[config.mk]
export PLATFORM = sky130hd
export DESIGN_NAME = video_write_scheduler_flat
export DESIGN_NICKNAME = d
export VERILOG_FILES = /design/src/rtl/video_write_scheduler_pkg.sv /design/src/rtl/video_write_scheduler_if.sv /design/src/rtl/video_write_scheduler_rect_scanner.sv /design/src/rtl/video_write_scheduler.sv /design/src/flat_wrapper.sv
export SDC_FILE = /design/constraint.sdc
export NUM_CORES = 1
export LEC_CHECK = 0
export ABC_AREA = 1
export BUFFER_PORTS_ARGS = -buffer_cell sky130_fd_sc_hd__buf_2
export CAP_MARGIN = 10
export CORE_MARGIN = 2
export CORE_UTILIZATION = 35
export CTS_CLUSTER_SIZE = 16
export DETAILED_ROUTE_END_ITERATION = 8
export HOLD_SLACK_MARGIN = 0.03
export PLACE_DENSITY = 0.62
export SYNTH_ARGS = -nofsm -noshare
export SYNTH_HDL_FRONTEND = slang
export SYNTH_SLANG_ARGS = --single-unit
[constraint.sdc]
create_clock -name clk -period 8.2 [get_ports clk]
set_clock_uncertainty 0.1 [all_clocks]
set_input_delay 1.64 -clock clk [delete_from_list [all_inputs] [get_ports clk]]
set_output_delay 1.64 -clock clk [all_outputs]
set_load 0.05 [all_outputs]
[src/rtl/video_write_scheduler_pkg.sv]
// video_write_scheduler_pkg: shared state encoding, widths and clamp helper
package video_write_scheduler_pkg;
  localparam int ADDR_W = 16;
  localparam int COORD_W = 8;
  typedef logic [COORD_W-1:0] coord_t;
  typedef logic [ADDR_W-1:0] addr_t;
  typedef enum logic [1:0] {VWS_IDLE, VWS_PREP, VWS_RUN, VWS_FINISH} vws_state_e;
  function automatic coord_t clamp(input coord_t v, input int lim);
    return (int'(v) > lim) ? coord_t'(lim) : v;
  endfunction
endpackage

[src/rtl/video_write_scheduler_if.sv]
// video_write_scheduler_if: host request, fill command and video_memory write port
//  slave : scheduler view (consumes host/fill requests, drives video_* and status)
//  master: command decoder / memory-side view
interface video_write_scheduler_if import video_write_scheduler_pkg::*; #(parameter int ATTR_W = 24);
  logic              host_req, host_ack;
  addr_t             host_addr;
  logic [ATTR_W-1:0] host_value, host_mask;
  logic              fill_start, fill_abort, fill_busy, fill_done;
  coord_t            fill_x0, fill_x1, fill_y0, fill_y1;
  logic [ATTR_W-1:0] fill_value, fill_mask;
  logic              video_write;
  addr_t             video_address;
  logic [ATTR_W-1:0] video_value, video_mask;
  modport slave (
    input  host_req, host_addr, host_value, host_mask,
    input  fill_start, fill_abort, fill_x0, fill_x1, fill_y0, fill_y1, fill_value, fill_mask,
    output host_ack, fill_busy, fill_done, video_write, video_address, video_value, video_mask
  );
  modport master (
    output host_req, host_addr, host_value, host_mask,
    output fill_start, fill_abort, fill_x0, fill_x1, fill_y0, fill_y1, fill_value, fill_mask,
    input  host_ack, fill_busy, fill_done, video_write, video_address, video_value, video_mask
  );
endinterface

[src/rtl/video_write_scheduler_rect_scanner.sv]
// video_write_scheduler_rect_scanner: x/y/row_base walker over a clamped rectangle
//  load_i  : latch bounds, x<=x0, y<=0, row_base<=0
//  prep_i  : step y/row_base up to y0 (ready_o when row_base = y0*COLS)
//  adv_i   : move to next cell in raster order
//  addr_o  : row_base + x;  last_o: current cell is (x1,y1)
module video_write_scheduler_rect_scanner import video_write_scheduler_pkg::*; #(
  parameter int COLS = 80
) (
  input  logic   clk,
  input  logic   rst,
  input  logic   load_i,
  input  logic   prep_i,
  input  logic   adv_i,
  input  coord_t x0_i,
  input  coord_t x1_i,
  input  coord_t y0_i,
  input  coord_t y1_i,
  output addr_t  addr_o,
  output logic   last_o,
  output logic   ready_o
);
  coord_t x0_q, x1_q, y0_q, y1_q, x_q, x_d, y_q, y_d;
  addr_t rb_q, rb_d;
  logic wrap, step_y;
  // y doubles as the PREP counter, so row_base = y*COLS holds throughout
  always_comb begin
    wrap = x_q == x1_q;
    step_y = (prep_i && !ready_o) || (adv_i && wrap);
    x_d = load_i ? x0_i : adv_i ? (wrap ? x0_q : x_q + 1'b1) : x_q;
    y_d = load_i ? '0 : step_y ? y_q + 1'b1 : y_q;
    rb_d = load_i ? '0 : step_y ? rb_q + addr_t'(COLS) : rb_q;
  end
  always_ff @(posedge clk or posedge rst)
    if (rst) begin
      {x0_q, x1_q, y0_q, y1_q, x_q, y_q} <= '0;
      rb_q <= '0;
    end else begin
      if (load_i) {x0_q, x1_q, y0_q, y1_q} <= {x0_i, x1_i, y0_i, y1_i};
      x_q <= x_d;
      y_q <= y_d;
      rb_q <= rb_d;
    end
  assign addr_o = rb_q + addr_t'(x_q);
  assign last_o = wrap && y_q == y1_q;
  assign ready_o = y_q == y0_q;
endmodule

[src/rtl/video_write_scheduler.sv]
// video_write_scheduler: sole driver of video_memory writes; host single writes beat a rectangle-fill engine
//  clk, rst : clock, asynchronous active-high reset
//  bus      : slave modport -- host_req/addr/value/mask -> host_ack,
//             fill_start/abort/x0/x1/y0/y1/value/mask -> fill_busy/fill_done,
//             registered video_write/address/value/mask to video_memory
module video_write_scheduler import video_write_scheduler_pkg::*; #(
  parameter int COLS = 80,
  parameter int ROWS = 30,
  parameter int ATTR_W = 24
) (
  input logic clk,
  input logic rst,
  video_write_scheduler_if.slave bus
);
  localparam int CELLS = COLS * ROWS;
  vws_state_e state_q, state_d;
  logic host_ack_q, done_q, vw_q, vw_d;
  addr_t va_q, va_d, scan_addr;
  logic [ATTR_W-1:0] vv_q, vv_d, vm_q, vm_d, fv_q, fm_q;
  logic host_acc, host_ok, empty, fill_go, load, scan_last, scan_ready;
  coord_t x1c, y1c;
  always_comb begin
    host_acc = bus.host_req && !host_ack_q;
    host_ok = 17'(bus.host_addr) < 17'(CELLS);
    x1c = clamp(bus.fill_x1, COLS - 1);
    y1c = clamp(bus.fill_y1, ROWS - 1);
    empty = bus.fill_x0 > x1c || bus.fill_y0 > y1c;
    load = state_q == VWS_IDLE && bus.fill_start;
    // an accepted host request owns this cycle's write slot
    fill_go = state_q == VWS_RUN && !host_acc && !bus.fill_abort;
    state_d = state_q;
    case (state_q)
      VWS_IDLE:   state_d = bus.fill_start ? (empty ? VWS_FINISH : VWS_PREP) : VWS_IDLE;
      VWS_PREP:   state_d = bus.fill_abort ? VWS_FINISH : scan_ready ? VWS_RUN : VWS_PREP;
      VWS_RUN:    state_d = (bus.fill_abort || (fill_go && scan_last)) ? VWS_FINISH : VWS_RUN;
      VWS_FINISH: state_d = VWS_IDLE;
      default:    state_d = VWS_IDLE;
    endcase
    vw_d = host_acc ? host_ok : fill_go;
    va_d = host_acc ? bus.host_addr : fill_go ? scan_addr : va_q;
    vv_d = host_acc ? bus.host_value : fill_go ? fv_q : vv_q;
    vm_d = host_acc ? bus.host_mask : fill_go ? fm_q : vm_q;
  end
  video_write_scheduler_rect_scanner #(.COLS(COLS)) u_scan (
    .clk(clk), .rst(rst), .load_i(load), .prep_i(state_q == VWS_PREP), .adv_i(fill_go),
    .x0_i(bus.fill_x0), .x1_i(x1c), .y0_i(bus.fill_y0), .y1_i(y1c),
    .addr_o(scan_addr), .last_o(scan_last), .ready_o(scan_ready)
  );
  always_ff @(posedge clk or posedge rst)
    if (rst) begin
      state_q <= VWS_IDLE;
      {host_ack_q, done_q, vw_q} <= '0;
      va_q <= '0;
      {vv_q, vm_q, fv_q, fm_q} <= '0;
    end else begin
      state_q <= state_d;
      host_ack_q <= host_acc;
      done_q <= state_q == VWS_FINISH;
      vw_q <= vw_d;
      va_q <= va_d;
      vv_q <= vv_d;
      vm_q <= vm_d;
      if (load) {fv_q, fm_q} <= {bus.fill_value, bus.fill_mask};
    end
  assign bus.host_ack = host_ack_q;
  assign bus.fill_busy = state_q == VWS_PREP || state_q == VWS_RUN;
  assign bus.fill_done = done_q;
  assign bus.video_write = vw_q;
  assign bus.video_address = va_q;
  assign bus.video_value = vv_q;
  assign bus.video_mask = vm_q;
endmodule

[src/flat_wrapper.sv]
// flat-port wrapper written by rule: the top's interface ports become plain ports
module video_write_scheduler_flat import video_write_scheduler_pkg::*;
#(
  parameter int COLS = 80,
  parameter int ROWS = 30,
  parameter int ATTR_W = 24
)
  (clk, rst, bus_host_req, bus_host_addr, bus_host_value, bus_host_mask, bus_fill_start, bus_fill_abort, bus_fill_x0, bus_fill_x1, bus_fill_y0, bus_fill_y1, bus_fill_value, bus_fill_mask, bus_host_ack, bus_fill_busy, bus_fill_done, bus_video_write, bus_video_address, bus_video_value, bus_video_mask);
  video_write_scheduler_if #(.ATTR_W(ATTR_W)) bus_i ();
  input logic clk;
  input logic rst;
  input wire logic [$bits(bus_i.host_req)-1:0] bus_host_req;
  input wire logic [$bits(bus_i.host_addr)-1:0] bus_host_addr;
  input wire logic [$bits(bus_i.host_value)-1:0] bus_host_value;
  input wire logic [$bits(bus_i.host_mask)-1:0] bus_host_mask;
  input wire logic [$bits(bus_i.fill_start)-1:0] bus_fill_start;
  input wire logic [$bits(bus_i.fill_abort)-1:0] bus_fill_abort;
  input wire logic [$bits(bus_i.fill_x0)-1:0] bus_fill_x0;
  input wire logic [$bits(bus_i.fill_x1)-1:0] bus_fill_x1;
  input wire logic [$bits(bus_i.fill_y0)-1:0] bus_fill_y0;
  input wire logic [$bits(bus_i.fill_y1)-1:0] bus_fill_y1;
  input wire logic [$bits(bus_i.fill_value)-1:0] bus_fill_value;
  input wire logic [$bits(bus_i.fill_mask)-1:0] bus_fill_mask;
  output wire logic [$bits(bus_i.host_ack)-1:0] bus_host_ack;
  output wire logic [$bits(bus_i.fill_busy)-1:0] bus_fill_busy;
  output wire logic [$bits(bus_i.fill_done)-1:0] bus_fill_done;
  output wire logic [$bits(bus_i.video_write)-1:0] bus_video_write;
  output wire logic [$bits(bus_i.video_address)-1:0] bus_video_address;
  output wire logic [$bits(bus_i.video_value)-1:0] bus_video_value;
  output wire logic [$bits(bus_i.video_mask)-1:0] bus_video_mask;
  assign bus_i.host_req = bus_host_req;
  assign bus_i.host_addr = bus_host_addr;
  assign bus_i.host_value = bus_host_value;
  assign bus_i.host_mask = bus_host_mask;
  assign bus_i.fill_start = bus_fill_start;
  assign bus_i.fill_abort = bus_fill_abort;
  assign bus_i.fill_x0 = bus_fill_x0;
  assign bus_i.fill_x1 = bus_fill_x1;
  assign bus_i.fill_y0 = bus_fill_y0;
  assign bus_i.fill_y1 = bus_fill_y1;
  assign bus_i.fill_value = bus_fill_value;
  assign bus_i.fill_mask = bus_fill_mask;
  assign bus_host_ack = bus_i.host_ack;
  assign bus_fill_busy = bus_i.fill_busy;
  assign bus_fill_done = bus_i.fill_done;
  assign bus_video_write = bus_i.video_write;
  assign bus_video_address = bus_i.video_address;
  assign bus_video_value = bus_i.video_value;
  assign bus_video_mask = bus_i.video_mask;
  video_write_scheduler #(.COLS(COLS), .ROWS(ROWS), .ATTR_W(ATTR_W)) u_core (.clk(clk), .rst(rst), .bus(bus_i));
endmodule
==> results.txt <==
----------------------------------------------------
[Status]
  Status ... complete, no violations

[Detailed routing]
  Routed wire length ... 23.10 mm
  Number of remaining DRC errors ... 0
  Routed vias/inst ... 4.818
  Final routed wire length divided by cell count ... 14.13 um
  Post-route ant nets ... 0
  Iteration-0 DRC count of the detailed router ... 699
  Overall via count from detail_route ... 7878
  Number of detailed-route iterations in the first pass ... 7

[Place]
  Detail Placement HPWL ... 16.39 mm
  Placed instance area ... 10100 um^2
  Final Wtd Congestion ... 0.8130
  Port Buffer Count ... 216

[Timing]
  Min cycle time layout ... 4.006 ns
  Number of hold violations in the final report ... 0
  Actual transition at the worst max-transition pin ... 1.136 ns
  Unrepaired setup endpoints after global routing ... false
  Relative slew slack ... 24.16%
  Period Utilization, post-route ... 48.85%
  Setup violators final ... 0
  Max frequency ... 249.7 MHz
  Total negative slack ... 0 ns
  Pins over their slew limit ... 0

[Finish]
  Area Growth Syn to Fin ... 22.09%
  Post-route standard cell area excluding fillers ... 10690 um^2
  Share of final-layout standard cells stronger than drive strength 1 ... 21.07%
  Number of nets in the final layout ... 1474
  Final design utilization ... 43.71%

[Clock tree]
  Number of levels in the clock H-tree ... 4
  Largest buffer count on any clock path ... 2
  Count of hold-fix buffers inserted at cts ... 0
  TritonCTS clock tree ... done
  Total clock sinks ... 177
  Number of gates resized after cts ... 0
  Number of post-CTS setup repair buffers ... 0
  Worst-path clk slew ... 0.07 ns
  Clock buffers created by TritonCTS ... 17
  Worst-skew pair later-pin latency ... 0.44 ns
  Root Buffer ... clkbuf_16

[Worst setup path]
  WS Path Type ... input pin to flop
  Kind of capture point of the worst setup path ... flop
  R2r endpoint ... u_core.bus.video_mask[14]
  Cell type of the slowest stage on the worst timing path ... inv_2
  Data arrival at the endpoint of the critical path ... 4.23 ns
  Origin of the critical flop-to-flop path ... u_core.state_q[0]
  Worst Reg-to-Reg Cells ... 9
  Internal reg-to-reg setup slack ... 4.90 ns
  Required time of the critical path ... 8.43 ns
  Cells along the critical path ... buf_2 -> inv_1 -> nor2_4 -> inv_2 -> nand2_2 -> nand2_1 -> inv_2 -> nand2_1 -> o211ai_1
  Delay of the slowest cell on the worst path ... 0.90 ns
  Largest fanout on the critical path ... 62
  Kind of start point of the critical path ... input pin

[Power and ir drop]
  Net switching component of the power ... 1.580 mW
  Combinational share of power ... 39.0%
  Total power consumption of the routed design ... 3.611 mW
  PwrDens ... 337.7 nW/um^2
  Sw frac ... 43.74%
  Largest voltage drop on the vdd net ... 225.7 uV
  Register share of total power ... 38.4%
  Total internal power ... 2.032 mW
  Pleak ... 5.524 nW
  Power share of the clock group ... 22.6%

[Die]
  Boundary pin count ... 217
  Chip Width ... 162.2 um
  Initial cell density of the core ... 35.80%
  Number of placement rows ... 57
  Core Box Area ... 24460 um^2
  Total die area ... 26310 um^2
  Y dimension of the die ... 162.2 um

[GRT]
  Tot GR Track Use ... 18.04%
  Number of antenna violations at the first check in global routing ... 1
  Via count of the first global-routing pass ... 7526
  Aggregate global routing overflow ... 0
  First-pass GRT wire length ... 38.07 mm
  Pin count of the biggest net entering global routing ... 118

[Logic synthesis]
  Count of cell types in the netlist ... 34
  Synth area leaders ... dfrtp_1, nand2_1, inv_1
  Count of warnings emitted by yosys ... 0
  Avg Inst Size Synth ... 7.969 um^2
  Sequential share of the synthesized area ... 50.57%
  Number of standard cells after synthesis ... 1099
  Most numerous cell in the Yosys netlist ... nand2_1
  Synth Register Bits ... 177
  Most used DFF post-synth ... dfrtp_1
  Leading area contributor after synthesis ... dfrtp_1
  Post-Synthesis Cell Area ... 8758 um^2
  Top post-synthesis cells by count ... nand2_1, dfrtp_1, inv_1
  Number of synthesized flops with an enable pin ... 0
  Async S/R FF share, synth ... 100.0%
  Area share of the largest cell type after synthesis ... 50.57%

[Worst hold path]
  Tightest Hold Check Type ... flop to flop
  End point of the most critical hold path ... u_core.u_scan.x0_q[6]
  Instance count along the most critical hold path ... 2
  Min-delay src ... u_core.u_scan.x0_q[6]

[Run]
  Max Cap Violations ... 0

----------------------------------------------------
## per-layer routing
layer  track usage, %  vias to the layer above  part of all wire [%]
li1                 -                     3906                     -
met1            25.68                     3686                    49
met2            28.26                      255                    44
met3            2.809                       31                   5.3
met4            5.873                        0                   1.9
met5                0                        -                     0
## flip-flops by register name, summed over array words and instances, names as in the netlist
| signal | count |
|---|---|
| u_core.u_scan.y1_q | 8 |
| u_core.fv_q | 24 |
| u_core.u_scan.x_q | 8 |
| u_core.bus.video_mask | 24 |
| u_core.u_scan.rb_q | 12 |
| u_core.bus.video_write | 1 |
| u_core.bus.fill_done | 1 |
| u_core.bus.video_address | 16 |
| u_core.u_scan.x1_q | 8 |
| u_core.u_scan.x0_q | 8 |
| u_core.u_scan.y0_q | 8 |
| u_core.state_q | 2 |
| u_core.bus.video_value | 24 |
| u_core.fm_q | 24 |
| u_core.u_scan.y_q | 8 |
| u_core.bus.host_ack | 1 |
## cell type report
class,instances,area [um^2]
Antenna cell,1,2.502
Clock buffer,17,425.4
Tap cell,324,405.4
Timing Repair Buffer,220,1111
Sequential cell,177,4429
Inverter,118,449.2
Multi-Input combinational cell,763,3701
Fill cell,2498,13770
Clock inverter,15,168.9
## logic make-up after synthesis
| group | synth area share (%) |
|---|---|
| AOI/OAI and AO/OA | 10.96 |
| xor gates and xnor gates | 1.700 |
| adders and majority gates | 4.000 |
| buffers and inverters | 7.357 |
| DFF | 50.57 |
| other | 0.04282 |
| and+or+nand+nor | 25.37 |
## power by group through the flow
stage                     clock network [mW]  logic [mW]  registers, mW
final                                  0.814        1.41           1.39
after global routing                   0.872        1.60           1.43
after CTS                              0.833        1.42           1.39
after detailed placement                   0        1.41           1.40
after global placement                     0        1.39           1.39
after floorplan                            0       0.779           1.67
## cell usage in the layout (no fill, tap or decap), types with 2 or more instances in the layout
master and n:
nand2_1 392, buf_2 216, dfrtp_1 177, inv_1 109
o21ai_0 73, nor2_1 70, nand3_1 51, o211ai_1 47
ha_1 28, a21oi_1 24, clkbuf_16 17, nand4_1 12
o21ai_1 10, xnor2_1 10, inv_6 7, nor3_1 7
xor2_1 7, nand2_2 7, inv_2 7, o22ai_1 4
or2_2 4, conb_1 4, buf_4 4, nor4_1 3
clkinv_4 3, nor2_4 2, clkinv_2 2, inv_8 2
clkinv_8 2
## through the flow
stage / setup WS, ns / cells / hold WS (ns)
floorplan: 1.658 / 1102 / 0.3385
global placement: 3.785 / 1602 / 0.3562
detailed placement: 3.745 / 1602 / 0.3586
CTS: 4.192 / 1634 / 0.3760
global route: 3.914 / 1635 / 0.4090
finish: 4.194 / 1635 / 0.3748
## worst max path at each step
stage                            start                        end
after global routing      bus_host_req   u_core.bus.video_mask[5]
after CTS                 bus_host_req  u_core.bus.video_mask[14]
after global placement    bus_host_req  u_core.bus.video_mask[21]
after detailed placement  bus_host_req  u_core.bus.video_mask[14]
final                     bus_host_req  u_core.bus.video_mask[14]
after floorplan                    rst       u_core.bus.fill_done
## worst max-delay path, delay by kind of cell
family / cells / cell delay [ns]
buffers and inverters: 4 / 1.12
AOI/OAI and AO/OA: 1 / 0.13
and+or+nand+nor: 4 / 1.28
No activity file was read; power rests on OpenSTA's default activity.
